===== src/rtl/sha3_block_sequencer_if.sv =====
// Message-word stream, SHA3 core block/digest handshake and digest output bundle.
// The sequencer takes the slave view; the stream source, core and digest consumer take the master view.
interface sha3_block_sequencer_if;
  logic [63:0]   s_data;
  logic          s_valid;
  logic          s_ready;
  logic          s_last;
  logic [3:0]    s_bytes;
  logic [1087:0] core_in;
  logic          core_in_valid;
  logic          core_more;
  logic          core_hash_next;
  logic [255:0]  core_out;
  logic          core_out_valid;
  logic [255:0]  digest;
  logic          digest_valid;
  logic          digest_ready;

  modport slave (
    input  s_data, s_valid, s_last, s_bytes, core_hash_next, core_out, core_out_valid, digest_ready,
    output s_ready, core_in, core_in_valid, core_more, digest, digest_valid
  );

  modport master (
    output s_data, s_valid, s_last, s_bytes, core_hash_next, core_out, core_out_valid, digest_ready,
    input  s_ready, core_in, core_in_valid, core_more, digest, digest_valid
  );
endinterface


===== src/rtl/sha3_block_sequencer.sv =====
// Packs 64-bit message words into 136-byte SHA3-256 rate blocks, applies 0x06..0x80
// padding and sequences the blocks into a SHA3 core, then holds the returned digest.
module sha3_block_sequencer (
  input logic                   clk,
  input logic                   rst_n,
  sha3_block_sequencer_if.slave bus
);
  localparam int unsigned WordW  = 64;
  localparam int unsigned NWords = 17;
  localparam int unsigned RateW  = WordW * NWords;
  localparam int unsigned CntW   = 5;

  typedef enum logic [2:0] {FILL, ISSUE, WAIT_NEXT, WAIT_OUT, DONE} state_t;

  state_t           state;
  logic [WordW-1:0] blk [NWords];
  logic [CntW-1:0]  cnt;
  logic             pad_pending;

  logic [3:0]       nb;
  logic [WordW-1:0] cur_word;
  logic [WordW-1:0] next_word;
  logic [CntW-1:0]  cnt_inc;
  logic             accept;
  logic             last_full;

  // Word to store this cycle: padded/masked when it is the final word
  always_comb begin
    nb       = (bus.s_bytes > 4'd8) ? 4'd8 : bus.s_bytes;
    cur_word = bus.s_data;
    if (bus.s_last) begin
      for (int j = 0; j < 8; j++) begin
        if (4'(j) >= nb) cur_word[63-8*j -: 8] = 8'h00;
        if (4'(j) == nb) cur_word[63-8*j -: 8] = 8'h06;
      end
      if (cnt == 5'd16 && nb != 4'd8) cur_word[7:0] = cur_word[7:0] | 8'h80;
    end
    // A full final word pushes the 0x06 byte into the following word
    next_word = {8'h06, 56'h0};
    if (cnt == 5'd15) next_word[7:0] = 8'h80;
    cnt_inc   = cnt + 5'd1;
    accept    = bus.s_valid && bus.s_ready;
    last_full = (cnt == 5'd16) && (nb == 4'd8);
  end

  // The buffer is only visible to the core during the strobe cycle
  always_comb begin
    bus.core_in = '0;
    if (bus.core_in_valid) begin
      for (int k = 0; k < NWords; k++) bus.core_in[RateW-1-WordW*k -: WordW] = blk[k];
    end
  end

  always_ff @(posedge clk or negedge rst_n) begin
    if (!rst_n) begin
      state             <= FILL;
      cnt               <= '0;
      pad_pending       <= 1'b0;
      for (int k = 0; k < NWords; k++) blk[k] <= '0;
      bus.s_ready       <= 1'b0;
      bus.core_in_valid <= 1'b0;
      bus.core_more     <= 1'b0;
      bus.digest_valid  <= 1'b0;
      bus.digest        <= '0;
    end else begin
      bus.core_in_valid <= 1'b0;
      case (state)
        FILL: begin
          bus.s_ready <= 1'b1;
          if (accept) begin
            blk[cnt] <= cur_word;
            if (bus.s_last) begin
              bus.s_ready       <= 1'b0;
              bus.core_in_valid <= 1'b1;
              state             <= ISSUE;
              if (last_full) begin
                pad_pending   <= 1'b1;
                bus.core_more <= 1'b1;
              end else begin
                bus.core_more <= 1'b0;
                if (cnt != 5'd16) blk[16] <= 64'h80;
                if (nb == 4'd8) blk[cnt_inc] <= next_word;
              end
            end else if (cnt == 5'd16) begin
              bus.s_ready       <= 1'b0;
              bus.core_in_valid <= 1'b1;
              bus.core_more     <= 1'b1;
              state             <= ISSUE;
            end else begin
              cnt <= cnt_inc;
            end
          end
        end
        ISSUE: begin
          for (int k = 0; k < NWords; k++) blk[k] <= '0;
          cnt   <= '0;
          state <= bus.core_more ? WAIT_NEXT : WAIT_OUT;
        end
        WAIT_NEXT: begin
          if (bus.core_hash_next) begin
            if (pad_pending) begin
              blk[0]            <= {8'h06, 56'h0};
              blk[16]           <= 64'h80;
              pad_pending       <= 1'b0;
              bus.core_more     <= 1'b0;
              bus.core_in_valid <= 1'b1;
              state             <= ISSUE;
            end else begin
              bus.s_ready <= 1'b1;
              state       <= FILL;
            end
          end
        end
        WAIT_OUT: begin
          if (bus.core_out_valid) begin
            bus.digest       <= bus.core_out;
            bus.digest_valid <= 1'b1;
            state            <= DONE;
          end
        end
        DONE: begin
          if (bus.digest_ready) begin
            bus.digest_valid <= 1'b0;
            bus.s_ready      <= 1'b1;
            state            <= FILL;
          end
        end
        default: state <= FILL;
      endcase
    end
  end
endmodule


===== src/flat_wrapper.sv =====
// flat-port wrapper written by rule: the top's interface ports become plain ports
module sha3_block_sequencer_flat 
  (clk, rst_n, bus_s_data, bus_s_valid, bus_s_last, bus_s_bytes, bus_core_hash_next, bus_core_out, bus_core_out_valid, bus_digest_ready, bus_s_ready, bus_core_in, bus_core_in_valid, bus_core_more, bus_digest, bus_digest_valid);
  sha3_block_sequencer_if bus_i ();
  input logic clk;
  input logic rst_n;
  input wire logic [$bits(bus_i.s_data)-1:0] bus_s_data;
  input wire logic [$bits(bus_i.s_valid)-1:0] bus_s_valid;
  input wire logic [$bits(bus_i.s_last)-1:0] bus_s_last;
  input wire logic [$bits(bus_i.s_bytes)-1:0] bus_s_bytes;
  input wire logic [$bits(bus_i.core_hash_next)-1:0] bus_core_hash_next;
  input wire logic [$bits(bus_i.core_out)-1:0] bus_core_out;
  input wire logic [$bits(bus_i.core_out_valid)-1:0] bus_core_out_valid;
  input wire logic [$bits(bus_i.digest_ready)-1:0] bus_digest_ready;
  output wire logic [$bits(bus_i.s_ready)-1:0] bus_s_ready;
  output wire logic [$bits(bus_i.core_in)-1:0] bus_core_in;
  output wire logic [$bits(bus_i.core_in_valid)-1:0] bus_core_in_valid;
  output wire logic [$bits(bus_i.core_more)-1:0] bus_core_more;
  output wire logic [$bits(bus_i.digest)-1:0] bus_digest;
  output wire logic [$bits(bus_i.digest_valid)-1:0] bus_digest_valid;
  assign bus_i.s_data = bus_s_data;
  assign bus_i.s_valid = bus_s_valid;
  assign bus_i.s_last = bus_s_last;
  assign bus_i.s_bytes = bus_s_bytes;
  assign bus_i.core_hash_next = bus_core_hash_next;
  assign bus_i.core_out = bus_core_out;
  assign bus_i.core_out_valid = bus_core_out_valid;
  assign bus_i.digest_ready = bus_digest_ready;
  assign bus_s_ready = bus_i.s_ready;
  assign bus_core_in = bus_i.core_in;
  assign bus_core_in_valid = bus_i.core_in_valid;
  assign bus_core_more = bus_i.core_more;
  assign bus_digest = bus_i.digest;
  assign bus_digest_valid = bus_i.digest_valid;
  sha3_block_sequencer u_core (.clk(clk), .rst_n(rst_n), .bus(bus_i));
endmodule

===== config.mk =====
export PLATFORM = sky130hd
export DESIGN_NAME = sha3_block_sequencer_flat
export DESIGN_NICKNAME = d
export VERILOG_FILES = /design/src/rtl/sha3_block_sequencer_if.sv /design/src/rtl/sha3_block_sequencer.sv /design/src/flat_wrapper.sv
export SDC_FILE = /design/constraint.sdc
export NUM_CORES = 2
export LEC_CHECK = 0
export CAP_MARGIN = 10
export CORE_AREA = 2 2 647 649
export CTS_CLUSTER_SIZE = 14
export DETAILED_ROUTE_END_ITERATION = 12
export DIE_AREA = 0 0 649 651
export GPL_TIMING_DRIVEN = 0
export RECOVER_POWER = 25
export SLEW_MARGIN = 30
export SYNTH_ARGS = -nofsm -noshare
export SYNTH_HDL_FRONTEND = slang
export SYNTH_SLANG_ARGS = --single-unit

===== constraint.sdc =====
create_clock -name clk -period 6.1 [get_ports clk]
set_clock_uncertainty 0.15 [all_clocks]
set_input_delay 0.915 -clock clk [delete_from_list [all_inputs] [get_ports clk]]
set_output_delay 0.915 -clock clk [all_outputs]
set_load 0.1 [all_outputs]

==> impl_metrics.csv <==
group,metric,value,unit
place,dp_slack,0.732,ns
detailed_routing,postRouteAntennaNets,0,
place,io_buffers,1677,
timing,setup_viol,0,
floorplan,die_h,651,um
timing,min_period_over_period,0.964,
floorplan,core,415000,sq um
timing,period_minus_slack,5.88,ns
yosys,avgSynthCellArea,9.87,sq um
job,drv_cap,7,
yosys,syn_inst,6151,
detailed_routing,drt_iter0_drc,6101,
setup_path,slowest_delay,1.16,ns
cts,cts_tree,"done",
detailed_routing,vias,59000,
detailed_routing,finalWirelength,519000,um
grt,grt_max_degree,125,
setup_path,crit_family,"buffers and inverters",
setup_path,cp_max_fo,11,
pwr,power.leakage,41.0,nW
setup_path,path_class,"reg2out",
pwr,finalPower,40.7,mW
worst_hold_path,hold_class,"reg2reg",
setup_path,path_buf_inv,6,
final_layout,mostFrequentLayoutCells,"dfrtp_1 (1357), nor2_1 (1265), clkdlybuf4s50_1 (1125), and2_1 (1106), a21oi_1 (624)",
floorplan,std_cell_rows,237,
detailed_routing,drt-wirelength-per-cell,37.5,um
grt,antenna_found_initial,204,
status,violations,"max-capacitance violations, max-slew violations",
yosys,synth_edf_count,0,
timing,max_slew_margin,-0.912,
final_layout,final_cells,13800,
timing,setup_tns,0,ns
pwr,power.density,445,nW/um^2
cts,cts.sinks,1357,
grt,gr-total-overflow,0,
grt,grtUsageTotal,0.237,
grt,grt_first_pass_wirelength,642000,um
timing,hold_slack,0.322,ns
timing,worst_slack,0.217,ns
detailed_routing,drc,0,
timing,drv_slew,696,
cts,path_clk_slew,0.06,ns
yosys,synthArstFlopShare,1.00,
detailed_routing,dr.pass1.iters,6,
yosys,synthFlopType,"dfrtp_1",
setup_path,slowest_stage,"clkdlybuf4s50_1",
final_layout,final_common_cell,"dfrtp_1",
setup_path,start_kind,"register",
cts,clock_latency,0.87,ns
floorplan,io_pins,1679,
setup_path,arrival,4.82,ns
pwr,irDropWorstVdd,535,uV
yosys,synth-seq-cells,1357,
timing,hold_violations,0,
yosys,seq_area_frac_synth,0.559,
cts,clk_path_buf_depth,4,
grt,grt_pass1_vias,56500,
cts,htree_levels,4,
final_layout,nFillCells,45400,
cts,cts-root-buf,"clkbuf_16",
yosys,netlist_area,60700,sq um
place,dp.cells,13400,
detailed_routing,via_per_inst,4.27,
cts,cts_buffers,174,
timing,rsz0062_at_grt,"no",
floorplan,design.die.area,422000,sq um
timing,worstMarginPinSlew,2.87,ns
yosys,yosys_warnings,0,
place,dp_hpwl,431000,um
setup_path,worstPathCellList,"clkbuf_2 -> buf_16 -> clkbuf_2 -> clkbuf_1 -> clkbuf_1 -> and2_1 -> clkdlybuf4s50_1",
status,status,"finished with violations",
yosys,synth_nets,6487,
setup_path,cp.required,5.03,ns
final_layout,area_growth,50.5,%
place,gp_congestion,0.952,
final_layout,nNetsFinal,8449,
final_layout,layout-drive-gt1-share,0.178,
floorplan,initial_core_util,0.146,
floorplan,dieWidth,649,um
setup_path,end_kind,"primary output",
yosys,synth_cell_types,82,
timing,max_freq,0.170,GHz
==> state kept, by name (all words and copies together) (netlist names) <==
name	count
u_core.blk	1088
u_core.bus.digest	256
u_core.cnt	5
u_core.state	3
u_core.bus.core_in_valid	1
u_core.bus.core_more	1
u_core.bus.digest_valid	1
u_core.bus.s_ready	1
u_core.pad_pending	1
==> logic make-up after synthesis <==
family,Yosys count,synth area share
DFF,1357,0.559
xor gates and xnor gates,1,0.000144
AOI/OAI and AO/OA,1231,0.129
buffers and inverters,547,0.0372
adders and majority gates,5,0.00103
muxes,264,0.0489
and+or+nand+nor,2746,0.224
==> power by group <==
part	switching [mW]	total, mW	internal [mW]	leakage, nW
logic	14.6	18.0	3.31	19.7
registers	0.897	11.3	10.4	18.4
clock network	4.71	11.4	6.72	3.00
total	20.3	40.7	20.4	41.0
==> layer usage <==
layer  vias up  global-route usage  wire, um
li1      24600                   -         -
met1     29800               0.247    178000
met2      3559               0.415    255000
met3      1023              0.0725     44900
met4        64               0.149     41700
met5         -                   0       409
==> worst min-delay path, delay by kind of cell (launching register included) <==
family / cells / cell delay, ns
AOI/OAI and AO/OA: 1 / 0.06
DFF: 1 / 0.34
and+or+nand+nor: 1 / 0.04
==> Yosys cell counts, types with 4 or more instances <==
| library cell | count | area [sq um] |
|---|---|---|
| a31o_2 | 4 | 35.0 |
| buf_4 | 10 | 75.1 |
| and4b_1 | 4 | 40.0 |
| a31oi_1 | 6 | 37.5 |
| a22o_1 | 59 | 517 |
| a211oi_1 | 91 | 683 |
| a21oi_1 | 627 | 3140 |
| nand2b_1 | 12 | 75.1 |
| o21ai_1 | 24 | 120 |
| nor3_1 | 9 | 45.0 |
| o22ai_1 | 6 | 37.5 |
| nor2_1 | 1266 | 4750 |
| a22oi_1 | 4 | 30.0 |
| mux2i_1 | 7 | 70.1 |
| and3_1 | 8 | 50.1 |
| or3_1 | 5 | 31.3 |
| a21o_1 | 7 | 52.6 |
| a2bb2o_1 | 22 | 220 |
| or2_2 | 8 | 50.1 |
| nor4b_1 | 4 | 35.0 |
| clkbuf_1 | 378 | 1420 |
| a221o_1 | 8 | 80.1 |
| o21ai_2 | 8 | 70.1 |
| ha_1 | 5 | 62.6 |
| nor3b_1 | 4 | 30.0 |
| mux2_2 | 256 | 2880 |
| o31ai_1 | 4 | 30.0 |
| dfrtp_1 | 1357 | 34000 |
| nor2b_1 | 4 | 25.0 |
| inv_1 | 11 | 41.3 |
| and2_1 | 1109 | 6940 |
| nand3_1 | 80 | 400 |
| buf_2 | 130 | 651 |
| buf_1 | 17 | 63.8 |
| nand4_1 | 11 | 68.8 |
| nand2_1 | 184 | 691 |
| o211ai_1 | 16 | 120 |
| o2bb2ai_1 | 219 | 1920 |
| o21ai_0 | 97 | 485 |
==> cell type report <==
cell class | count | area, sq um | share of cell area
diodes | 89 | 223 | 0.00244
plain buffers | 536 | 2420 | 0.0265
clock buffers | 235 | 4860 | 0.0532
clock inverters | 78 | 1290 | 0.0142
inverters | 11 | 41.3 | 0.000452
multi-input cells | 4247 | 25100 | 0.275
flip-flops and latches | 1357 | 34000 | 0.372
well taps | 5497 | 6880 | 0.0753
repair buffers | 1786 | 16600 | 0.182
==> stage by stage <==
step                      cell area [sq um]   util
after floorplan                       60700      -
after global placement                84400  0.203
after detailed placement              85300  0.205
after CTS                             91400  0.220
after global routing                  91200  0.220
final                                 91400  0.220
==> path summary, 6_finish.rpt <==
| check | start | endpoint | slack, ns | depth (start not counted) |
|---|---|---|---|---|
| max reg2reg | u_core.cnt[0] | u_core.blk[477] | 1.01 | 11 |
| min | u_core.blk[54] | u_core.blk[54] | 0.32 | 2 |
| min in group asynchronous | rst_n | u_core.blk[494] | 0.38 | 2 |
| max | u_core.bus.core_in_valid | bus_core_in[1063] | 0.22 | 7 |
| min reg2reg | u_core.blk[54] | u_core.blk[54] | 0.32 | 2 |
| max in group asynchronous | rst_n | u_core.bus.digest[13] | 0.57 | 7 |
==> repair_timing <==
action | 4_1_cts | 5_1_grt
hold buffers | 1 | 0
buffers inserted | 0 | 0
setup endpoints to repair | 92 | 6
endpoints found under the hold margin | 32 | 0
gates resized for setup | 86 | 6
Power figures use the tool's default switching activity.
